==> config.mk <==
export PLATFORM = sky130hd
export DESIGN_NAME = adc_stream_packetizer_flat
export DESIGN_NICKNAME = d
export VERILOG_FILES = /design/src/rtl/adc_stream_packetizer_pkg.sv /design/src/rtl/adc_stream_packetizer_if.sv /design/src/rtl/adc_stream_packetizer_stream_fifo.sv /design/src/rtl/adc_stream_packetizer.sv /design/src/flat_wrapper.sv
export SDC_FILE = /design/constraint.sdc
export NUM_CORES = 1
export LEC_CHECK = 0
export ABC_AREA = 1
export CORE_AREA = 2 2 295 297
export DETAILED_ROUTE_END_ITERATION = 12
export DIE_AREA = 0 0 297 299
export PLACE_DENSITY = 0.63
export SYNTH_ARGS = -nofsm -noshare
export SYNTH_HDL_FRONTEND = slang
export SYNTH_HIERARCHICAL = 1
export SYNTH_SLANG_ARGS = --single-unit
==> constraint.sdc <==
create_clock -name clk -period 4.49 [get_ports clk]
set_clock_uncertainty 0.2 [all_clocks]
set_input_delay 0.449 -clock clk [delete_from_list [all_inputs] [get_ports clk]]
set_output_delay 0.449 -clock clk [all_outputs]
set_load 0.05 [all_outputs]
==> src/rtl/adc_stream_packetizer_pkg.sv <==
// Shared types and constants for the digitizer ADC-to-DMA stream path.
package digitizer_pkg;

   localparam int         SAMPLE_W_DEF  = 16;
   localparam int         KEEP_W        = 4;
   localparam logic [3:0] AXIS_KEEP_ALL = 4'hF;

   typedef enum logic [1:0] {
      IDLE    = 2'd0,
      CAPTURE = 2'd1,
      DRAIN   = 2'd2
   } state_t;

endpackage

==> src/rtl/adc_stream_packetizer_if.sv <==
// AXI-Stream master/slave bundle carrying packed ADC words towards the S2MM DMA.
interface adc_stream_packetizer_if
   import digitizer_pkg::*;
#(
   parameter int DATA_W = 32
);
   logic [DATA_W-1:0] tdata;
   logic [KEEP_W-1:0] tkeep;
   logic              tvalid;
   logic              tready;
   logic              tlast;

   modport master (output tdata, tkeep, tvalid, tlast, input tready);
   modport slave  (input tdata, tkeep, tvalid, tlast, output tready);
endinterface

==> src/rtl/adc_stream_packetizer_stream_fifo.sv <==
// Synchronous FWFT FIFO with a registered output stage and a tlast side bit.
// Occupancy (storage + output register) is capped at 2**AW words.
module stream_fifo #(
   parameter int DW = 32,
   parameter int AW = 4
) (
   input  logic          clk,
   input  logic          resetn,
   input  logic          i_wr_en,
   input  logic [DW-1:0] i_wr_data,
   input  logic          i_wr_last,
   input  logic          i_retag,
   output logic          o_full,
   output logic [DW-1:0] o_data,
   output logic          o_last,
   output logic          o_valid,
   input  logic          i_ready
);
   localparam int          DEPTH    = 1 << AW;
   localparam logic [AW:0] FULL_OCC = (AW + 1)'(DEPTH);

   logic [DW-1:0]    r_mem [DEPTH];
   logic [DEPTH-1:0] r_mem_last;
   logic [AW-1:0]    r_wr_ptr, r_rd_ptr;
   logic [AW:0]      r_mem_cnt;
   logic [DW-1:0]    r_out_data;
   logic             r_out_last, r_out_vld;

   logic [AW-1:0] w_prev_ptr;
   logic [AW:0]   w_occ;
   logic          w_pop;

   assign w_prev_ptr = r_wr_ptr - AW'(1);
   assign w_occ      = r_mem_cnt + (AW + 1)'(r_out_vld);
   assign o_full     = (w_occ == FULL_OCC);
   assign w_pop      = (r_mem_cnt != '0) && (!r_out_vld || i_ready);

   // NOTE: the storage array is deliberately not reset; pointers and counts define validity.
   always_ff @(posedge clk) begin
      if (i_wr_en) begin
         r_mem[r_wr_ptr]      <= i_wr_data;
         r_mem_last[r_wr_ptr] <= i_wr_last;
      end
      if (i_retag) r_mem_last[w_prev_ptr] <= 1'b1;
   end

   // NOTE: sequential state uses non-blocking assignments so every flop samples pre-edge values.
   always_ff @(posedge clk or negedge resetn) begin
      if (!resetn) begin
         r_wr_ptr   <= '0;
         r_rd_ptr   <= '0;
         r_mem_cnt  <= '0;
         r_out_data <= '0;
         r_out_last <= 1'b0;
         r_out_vld  <= 1'b0;
      end else begin
         if (i_wr_en) r_wr_ptr <= r_wr_ptr + AW'(1);
         if (w_pop)   r_rd_ptr <= r_rd_ptr + AW'(1);
         r_mem_cnt <= r_mem_cnt + (AW + 1)'(i_wr_en) - (AW + 1)'(w_pop);
         if (w_pop) begin
            // A retag landing on the entry being popped must reach the output register too.
            r_out_data <= r_mem[r_rd_ptr];
            r_out_last <= r_mem_last[r_rd_ptr] | (i_retag && (r_rd_ptr == w_prev_ptr));
            r_out_vld  <= 1'b1;
         end else if (r_out_vld && i_ready) begin
            r_out_vld  <= 1'b0;
         end
      end
   end

   assign o_data  = r_out_data;
   assign o_last  = r_out_last;
   assign o_valid = r_out_vld;
endmodule

==> src/rtl/adc_stream_packetizer.sv <==
// Packs pairs of ADC samples into 32-bit AXIS words and emits one packet per start,
// with FIFO buffering, overflow accounting and tlast on the last word actually emitted.
module adc_stream_packetizer
   import digitizer_pkg::*;
#(
   parameter int SAMPLE_W = SAMPLE_W_DEF,
   parameter int FIFO_AW  = 4,
   parameter int SIZE_W   = 32,
   parameter int OVF_W    = 16
) (
   input  logic                  clk,
   input  logic                  resetn,
   input  logic                  start,
   input  logic [SIZE_W-1:0]     packet_size,
   input  logic                  s_valid,
   input  logic [SAMPLE_W-1:0]   s_data,
   adc_stream_packetizer_if.master m_axis,
   output logic                  busy,
   output logic                  done,
   output logic                  overflow,
   output logic [OVF_W-1:0]      ovf_cnt
);
   localparam int CW     = SIZE_W - 2;
   localparam int WORD_W = 2 * SAMPLE_W;

   state_t              r_state;
   logic [CW-1:0]       r_nwords, r_wr_cnt, r_rd_cnt;
   logic                r_phase;
   logic [SAMPLE_W-1:0] r_lo;
   logic [WORD_W-1:0]   r_word;
   logic                r_word_vld;
   logic                r_busy, r_done, r_overflow;
   logic [OVF_W-1:0]    r_ovf_cnt;

   logic [CW-1:0]     w_size_words, w_rd_next;
   logic              w_start_ok, w_full, w_is_last, w_drop, w_wr_en, w_retag, w_hs;
   logic [WORD_W-1:0] w_out_data;
   logic              w_out_last, w_out_vld;
   logic              w_unused;

   assign w_unused     = ^packet_size[1:0];
   assign w_size_words = packet_size[SIZE_W-1:2];
   assign w_start_ok   = start && (r_state == IDLE) && (w_size_words != '0);
   assign w_is_last    = (r_wr_cnt == r_nwords - CW'(1));
   assign w_drop       = r_word_vld && w_full;
   assign w_wr_en      = r_word_vld && !w_full;
   assign w_retag      = w_drop && w_is_last;
   assign w_hs         = w_out_vld && m_axis.tready;
   // Drops advance the read count too, so it reaches nwords on the last emitted word.
   assign w_rd_next    = r_rd_cnt + CW'(w_hs) + CW'(w_drop);

   always_ff @(posedge clk or negedge resetn) begin
      if (!resetn) begin
         r_state    <= IDLE;
         r_nwords   <= '0;
         r_wr_cnt   <= '0;
         r_rd_cnt   <= '0;
         r_phase    <= 1'b0;
         r_lo       <= '0;
         r_word     <= '0;
         r_word_vld <= 1'b0;
         r_busy     <= 1'b0;
         r_done     <= 1'b0;
         r_overflow <= 1'b0;
         r_ovf_cnt  <= '0;
      end else begin
         r_done <= 1'b0;
         case (r_state)
            IDLE: begin
               if (w_start_ok) begin
                  r_nwords   <= w_size_words;
                  r_wr_cnt   <= '0;
                  r_rd_cnt   <= '0;
                  r_phase    <= 1'b0;
                  r_word_vld <= 1'b0;
                  r_overflow <= 1'b0;
                  r_ovf_cnt  <= '0;
                  r_busy     <= 1'b1;
                  r_state    <= CAPTURE;
               end
            end
            CAPTURE: begin
               if (s_valid) begin
                  if (r_phase) r_word <= {s_data, r_lo};
                  else         r_lo   <= s_data;
                  r_phase <= ~r_phase;
               end
               r_word_vld <= s_valid && r_phase;
               r_rd_cnt   <= w_rd_next;
               if (r_word_vld) r_wr_cnt <= r_wr_cnt + CW'(1);
               if (w_drop) begin
                  r_overflow <= 1'b1;
                  if (r_ovf_cnt != '1) r_ovf_cnt <= r_ovf_cnt + OVF_W'(1);
               end
               if (r_word_vld && w_is_last) r_state <= DRAIN;
            end
            DRAIN: begin
               r_word_vld <= 1'b0;
               r_rd_cnt   <= w_rd_next;
               if (w_rd_next == r_nwords) begin
                  r_busy  <= 1'b0;
                  r_done  <= 1'b1;
                  r_state <= IDLE;
               end
            end
            default: r_state <= IDLE;
         endcase
      end
   end

   stream_fifo #(
      .DW (WORD_W),
      .AW (FIFO_AW)
   ) u_fifo (
      .clk       (clk),
      .resetn    (resetn),
      .i_wr_en   (w_wr_en),
      .i_wr_data (r_word),
      .i_wr_last (w_is_last),
      .i_retag   (w_retag),
      .o_full    (w_full),
      .o_data    (w_out_data),
      .o_last    (w_out_last),
      .o_valid   (w_out_vld),
      .i_ready   (m_axis.tready)
   );

   assign m_axis.tdata  = w_out_data;
   assign m_axis.tlast  = w_out_last;
   assign m_axis.tvalid = w_out_vld;
   assign m_axis.tkeep  = AXIS_KEEP_ALL;

   assign busy     = r_busy;
   assign done     = r_done;
   assign overflow = r_overflow;
   assign ovf_cnt  = r_ovf_cnt;
endmodule

==> src/flat_wrapper.sv <==
// flat-port wrapper written by rule: the top's interface ports become plain ports
module adc_stream_packetizer_flat import digitizer_pkg::*;
#(
   parameter int SAMPLE_W = SAMPLE_W_DEF,
   parameter int FIFO_AW  = 4,
   parameter int SIZE_W   = 32,
   parameter int OVF_W    = 16
)
  (clk, resetn, start, packet_size, s_valid, s_data, busy, done, overflow, ovf_cnt, m_axis_tdata, m_axis_tkeep, m_axis_tvalid, m_axis_tlast, m_axis_tready);
  adc_stream_packetizer_if #(.DATA_W(32)) m_axis_i ();
  input  logic clk;
  input  logic resetn;
  input  logic start;
  input  logic [SIZE_W-1:0] packet_size;
  input  logic s_valid;
  input  logic [SAMPLE_W-1:0] s_data;
  output logic busy;
  output logic done;
  output logic overflow;
  output logic [OVF_W-1:0] ovf_cnt;
  output wire logic [$bits(m_axis_i.tdata)-1:0] m_axis_tdata;
  output wire logic [$bits(m_axis_i.tkeep)-1:0] m_axis_tkeep;
  output wire logic [$bits(m_axis_i.tvalid)-1:0] m_axis_tvalid;
  output wire logic [$bits(m_axis_i.tlast)-1:0] m_axis_tlast;
  input wire logic [$bits(m_axis_i.tready)-1:0] m_axis_tready;
  assign m_axis_tdata = m_axis_i.tdata;
  assign m_axis_tkeep = m_axis_i.tkeep;
  assign m_axis_tvalid = m_axis_i.tvalid;
  assign m_axis_tlast = m_axis_i.tlast;
  assign m_axis_i.tready = m_axis_tready;
  adc_stream_packetizer #(.SAMPLE_W(SAMPLE_W), .FIFO_AW(FIFO_AW), .SIZE_W(SIZE_W), .OVF_W(OVF_W)) u_core (.clk(clk), .resetn(resetn), .start(start), .packet_size(packet_size), .s_valid(s_valid), .s_data(s_data), .m_axis(m_axis_i), .busy(busy), .done(done), .overflow(overflow), .ovf_cnt(ovf_cnt));
endmodule
==> impl_results.md, run 1 <==
- Worst hold stages: 3
- GRT Total Usage: 0.213
- Num ports: 110
- Power Dens Cells: around 670 mW/mm2
- Post-Route WL: approximately 95,000 um
- Post-synth ARST share: 0.283
- Combinational fraction of design power: 0.336
- Setup Viol. Count Final: 0
- Setup CP Type: reg2reg
- Crit end category: flip-flop
- Area grow syn2layout: 15.1%
- Worst Path Max Fanout: 6
- DIE WIDTH: between 200 and 300 um
- Pin count of the biggest net entering global routing: ~170
- Synth unique cells: 48
- Int Pwr: around 0.016 W
- Die area: between 0.08 and 0.09 mm2
- Placeable Area: approximately 0.086 mm2
- Vias per cell: roughly 5.2
- Yosys top cell area share: 0.453
- Multi-input gate area: between 0.01 and 0.015 mm2
- FP Rows: between 100 and 150
- Antenna Cells: 0
- Reg2Reg Depth: 27
- ANT nets after route: 0
- Reg2reg setup slack: between 0.3 and 0.4 ns
- Max incr delay on CP: around 0.40 ns
- Power Total: 0.0261 W
- Vias in the first global route: 24,300
- Worst R2R End: u_core/r_state[1]
- Critical path's top delay family: simple AND/OR/NAND/NOR gates
- Largest family of logic cells by synthesized area: simple AND/OR/NAND/NOR gates
- Post-synth top area cell: edfxtp_1
- Avg WL per Cell: ~20 um
- Initial Utilization: 0.395
- Sw Share: 0.399
- Synth Area in Compound Gates: 0.0343
- WP data required: between 4 and 5 ns
- CTS root buf: clkbuf_16
- Final Max Tran Viols: 0
- Max Cap Violations: 0
- Worst Setup Start Kind: flip-flop
- Initial antenna violation count: 3
- Remaining global-route overflow: 0
- Commonest non-fill, non-tap cell in the layout: nand2_1
- Clk_lat worst skew: 0.64 ns
- Max Root-Sink Buffers: 3
- Fillers: approximately 8,100
- Sequential share of power: 0.399
- Final hold vios: 0
- Mux contribution to synthesized area: 0.00590
- Reg-to-reg startpoint: u_core/u_fifo/o_valid
- Syn avg cell area: roughly 9.6 um2
- Hold EP: u_core/r_nwords[29]
- Least-Margin Pin Slew: 1.08 ns
- Slew headroom: 0.277
- Highest-count cells in the layout ignoring fill and taps: nand2_1, edfxtp_1, nand3_1
- GP Congestion: slightly above 0.9
- IO buf count: about 100
- P_leak: around 16 nW
- Simple-gate portion of the synthesized area: 0.260
- Hold WC Path Type: in2reg
- Post-synth EDFFs: roughly 510
- Sum Neg Setup Slack: 0 ns
- Critical Path AT: ~4.5 ns
- Via count: ~25,000
- CTS tree: yes
- Worst hold start: packet_size[31]
- Register bit total from synthesis: about 740
- Slowest CP cell: fa_2
- Final period utilization: 0.924
- HPWL Detailed: around 57,000 um
- TritonCTS buffer count: between 70 and 80
- Initial DRC count: between 2,000 and 2,500
- WP buf/inv: 2
- Synthesized cell area: roughly 0.034 mm2
- Design area: 0.0391 mm2
- Worst VDD drop: between 0.0009 and 0.001 V
- Tmin final: around 4.1 ns
- Die Height: around 300 um
- Drt pass-1 iters: 6
- Synth warnings: 6
- Layout cells sized above 1: 0.0725
- Most used cell along the critical path: nand2_1
- CTS Sinks: about 740
- DP Area: roughly 0.036 mm2
- Synth area leaders: edfxtp_1, dfrtp_1, nand2_1
- Dominant synthesized flop cell: edfxtp_1
- Fmax achieved: roughly 0.24 GHz
- Post-Synth XOR/XNOR Area: 0.0185
- Status: complete, no violations
- Reg area: between 0.02 and 0.025 mm2
- Post-Place Setup Slack: approximately 0.094 ns
- Sw power: roughly 0.010 W
- Clock power frac: 0.265
- Fin worst setup slack: 0.343 ns
- Worst hold slack: about 0.19 ns
- Post-route DRC violation count: 0
- Synth Area in Adders: 0.0104
- Post-synthesis sequential area ratio: 0.616
- Wire length of the first global-routing pass: ~150,000 um
- Number of nets in the layout: between 3,000 and 4,000
- Mapped Cells: 3,535
- H-tree depth: 3
- Clk pin slew, worst setup/hold paths: about 0.060 ns
-- per-stage QoR --
step	util	cells
2_1_floorplan	-	3538
3_3_place_gp	0.421	4685
3_5_place_dp	0.421	4685
4_1_cts	0.454	4834
5_1_grt	0.454	4838
6_report	0.454	4838
-- worst min-delay path, cell delays in order --
cell and delay [ns]:
clkdlybuf4s50_1 0.41, nand2_1 0.07, nand2_1 0.04
-- cell families after synthesis --
kind of cell,after synthesis
flops,736
other cells,1
simple gates,2097
fa+ha+maj,27
mux,18
buf+inv,392
xor+xnor,70
compound gates,194
-- area by class of cell --
type / count / area share
Timing Repair Buffer: 158 / 0.0442
Sequential cell: 736 / 0.535
Multi-Input combinational cell: 2410 / 0.289
Inverter: 231 / 0.0225
Tap cell: 1155 / 0.0370
Clock inverter: 41 / 0.0159
Clock buffer: 107 / 0.0564
-- sequential cells by signal, indices dropped and copies added, names as in the netlist, 2 cells and up --
signal                    flops
u_core/u_fifo/r_wr_ptr        4
u_core/r_state                2
u_core/r_rd_cnt              30
u_core/u_fifo/o_data         32
u_core/u_fifo/r_mem_cnt       5
u_core/r_word                32
u_core/r_nwords              30
u_core/u_fifo/r_mem         512
u_core/ovf_cnt               16
u_core/r_lo                  16
u_core/u_fifo/r_mem_last     16
u_core/u_fifo/r_rd_ptr        4
u_core/r_wr_cnt              30
-- what timing repair did --
action                                  4_1_cts  5_1_grt
hold buffers                                  1        0
endpoints found under the setup margin        0        4
resized for setup                             0       13
buffers inserted                              0        4
hold endpoints to repair                     80        0
-- metal layers --
| metal | up-vias | track usage | wire length [um] |
|---|---|---|---|
| met4 | 2 | 0.0566 | 2430 |
| met2 | 869 | 0.356 | 45300 |
| li1 | 12000 | - | - |
| met5 | - | 0 | 10 |
| met3 | 173 | 0.0315 | 6050 |
| met1 | 12100 | 0.291 | 41300 |
-- power groups by stage --
stage | combinational [W] | clock (W) | sequential (W)
detailed placement | 0.00874 | 0 | 0.0105
global placement | 0.00866 | 0 | 0.0105
finish | 0.00876 | 0.00692 | 0.0104
floorplan | 0.00596 | 0 | 0.0103
CTS | 0.00877 | 0.00704 | 0.0104
global route | 0.00979 | 0.00733 | 0.0105
-- how the worst max path moves through the flow --
stage                          start           endpoint  slack (ns)  depth (start not counted)
3_3_place_gp   u_core/u_fifo/o_valid  u_core/r_state[0]        0.18                         26
4_1_cts        u_core/u_fifo/o_valid  u_core/r_state[0]         0.1                         26
3_5_place_dp   u_core/u_fifo/o_valid  u_core/r_state[0]        0.09                         26
5_1_grt        u_core/u_fifo/o_valid  u_core/r_state[1]       -0.04                         27
2_1_floorplan  u_core/u_fifo/o_valid  u_core/r_state[0]        0.50                         26
6_report       u_core/u_fifo/o_valid  u_core/r_state[1]        0.34                         27
-- cells in the mapped netlist, drive strengths merged (2+ instances only) --
library cell,instances
a21oi,11
buf,120
clkbuf,41
clkinv,3
dfrtp,208
dfxtp,16
edfxtp,512
fa,2
ha,25
inv,228
mux2,16
mux2i,2
nand2,1311
nand3,496
nand3b,7
nand4,40
nor2,201
nor3,29
nor4,10
o211ai,3
o21ai,99
o21bai,4
o221ai,14
o22ai,27
o31ai,33
xnor2,17
xor2,52
Power figures use the tool's default switching activity.
==> run 2, diff against run 1 <==
Settings changed: REMOVE_ABC_BUFFERS from default to 1, SETUP_SLACK_MARGIN from default to 0.15.
==> impl_results.md, run 2 (synthesized netlist as in run 1, its figures left out) <==
- Status: complete, no violations
- Area grow syn2layout: 14.7%
- CTS root buf: clkbuf_16
- Unrepaired setup endpoints after global routing: no
- DP Area: 0.0361 mm2
- Hold WC Path Type: in2async
- Initial Utilization: 0.395
- CTS Sinks: 736
- Wire length of the first global-routing pass: about 140,000 um
- Design area: approximately 0.039 mm2
- Fin util: 0.453
- Initial DRC count: approximately 2,200
- WP data required: about 4.8 ns
- DIE WIDTH: around 300 um
- Reg area: approximately 0.021 mm2
- GRT Total Usage: 0.205
- P_leak: roughly 16 nW
- Least-Margin Pin Slew: ~1.2 ns
- Remaining global-route overflow: 0
- Worst R2R End: u_core/r_state[0]
- ANT nets after route: 0
- Inst Count DP: 4,689
- Max incr delay on CP: 0.38 ns
- Pin count of the biggest net entering global routing: approximately 140
- WP buf/inv: 2
- Via count: 24,900
- Num ports: 110
- Highest-count cells in the layout ignoring fill and taps: nand2_1, edfxtp_1, nand3_1
- Drt pass-1 iters: 5
- TritonCTS buffer count: between 80 and 90
- Tmin final: just over 4 ns
- Fillers: between 8,000 and 9,000
- Avg WL per Cell: between 15 and 20 um
- Final Non-Filler Cells: 4,843
- H-tree depth: 3
- Reg2reg setup slack: 0.46 ns
- Reg2Reg Depth: 27
- HPWL Detailed: around 56,000 um
- Max reg flops: roughly 510
- Multi-input gate area: approximately 0.011 mm2
- Number of nets in the layout: around 3,700
- Largest register by flop count: u_core/u_fifo/r_mem
- Max Root-Sink Buffers: 3
- Initial antenna violation count: 0
- Most used cell along the critical path: nand2_1
- Clk_lat worst skew: 0.63 ns
- Die Height: ~300 um
- Layout cells sized above 1: 0.0727
- Clk pin slew, worst setup/hold paths: 0.05 ns
- Final period utilization: 0.898
- IO buf count: 103
- Worst Setup Start Kind: flip-flop
- Max Cap Violations: 0
- Final Max Tran Viols: 0
- Worst Path Max Fanout: 5
- Placeable Area: 0.0859 mm2
- Antenna Cells: 0
- FP Rows: between 100 and 150
- Reg-to-reg startpoint: u_core/u_fifo/o_valid
- Post-Route WL: 92,300 um
- Critical path's top delay family: simple AND/OR/NAND/NOR gates
- Final hold vios: 0
- CTS tree: yes
- Critical Path AT: 4.35 ns
- Slew headroom: 0.231
- Slowest CP cell: dfrtp_1
- Worst VDD drop: just under 0.0004 V
- Vias in the first global route: 23,900
- Setup CP Type: reg2reg
- Die area: 0.0888 mm2
- Fmax achieved: roughly 0.25 GHz
- Crit end category: flip-flop
- Post-route DRC violation count: 0
- Commonest non-fill, non-tap cell in the layout: nand2_1
- Power Dens Cells: ~660 mW/mm2
- GP Congestion: between 0.9 and 1
- Setup Viol. Count Final: 0
- Vias per cell: 5.14
-- run 2: cell types whose count changed in the layout (fill, tap and decap cells not counted), sizes merged --
| cell | before | now |
|---|---|---|
| buf | 55 | 59 |
| inv | 231 | 233 |
| bufinv | 11 | 6 |
| clkbuf | 107 | 115 |
| clkinv | 28 | 24 |
-- run 2: layer usage --
| metal | vias up | GRT usage | share of wire | wire length [um] |
|---|---|---|---|---|
| met5 | - | 0 | 0 | 0 |
| met4 | 0 | 0.0564 | 0.024 | 2180 |
| met3 | 139 | 0.0291 | 0.057 | 5250 |
| met2 | 747 | 0.349 | 0.49 | 44800 |
| met1 | 12000 | 0.275 | 0.43 | 40000 |
| li1 | 12000 | - | - | - |
-- run 2: power breakdown --
group          internal [W]  switching [W]  total [W]
Sequential          0.00892        0.00133     0.0102
Clock               0.00391        0.00277    0.00668
Combinational       0.00261        0.00620    0.00881
Total                0.0154         0.0103     0.0257
-- run 2: layout make-up --
cell class | count | share of cell area
flip-flops and latches | 736 | 0.537
multi-input cells | 2410 | 0.290
clock buffers | 115 | 0.0582
repair buffers | 162 | 0.0439
well taps | 1155 | 0.0371
inverters | 231 | 0.0225
clock inverters | 34 | 0.0111
-- run 2: worst max-delay path by stage --
stage | from | cells past startpoint | to | slack (ns)
2_1_floorplan | u_core/u_fifo/r_rd_ptr[0] | 9 | u_core/u_fifo/o_data[14] | -3.41
3_3_place_gp | u_core/u_fifo/o_valid | 27 | u_core/r_state[1] | 0.24
3_5_place_dp | u_core/u_fifo/o_valid | 27 | u_core/r_state[0] | 0.15
4_1_cts | u_core/u_fifo/o_valid | 27 | u_core/r_state[0] | 0.22
5_1_grt | u_core/u_fifo/o_valid | 27 | u_core/r_state[0] | 0.13
6_report | u_core/u_fifo/o_valid | 27 | u_core/r_state[0] | 0.46
-- run 2: worst reg2reg max path: cells and delay by family (launching register included) --
family                     cells  cell delay, ns
and+or+nand+nor               20            1.95
adders and majority gates      4            1.02
buffers and inverters          2            0.25
AOI/OAI and AO/OA              1            0.10
DFF                            1            0.38
-- run 2: timing repair --
| action | in CTS | in global routing |
|---|---|---|
| setup endpoints to repair | 3 | 4 |
| setup buffers | 0 | 4 |
| pin swaps | 0 | 4 |
| hold endpoints to repair | 71 | 0 |
| hold buffers | 1 | 0 |
| resized for setup | 1 | 13 |
-- run 2: metrics by stage --
step	setup slack (ns)	TNS, ns	power (W)	hold WS (ns)
after floorplan	-3.41	-118.04	0.0159	-0.0466
after global placement	0.244	0	0.0190	0.250
after detailed placement	0.149	0	0.0191	0.251
after CTS	0.218	0	0.0259	0.172
after global routing	0.134	0	0.0273	0.198
final	0.457	0	0.0257	0.183
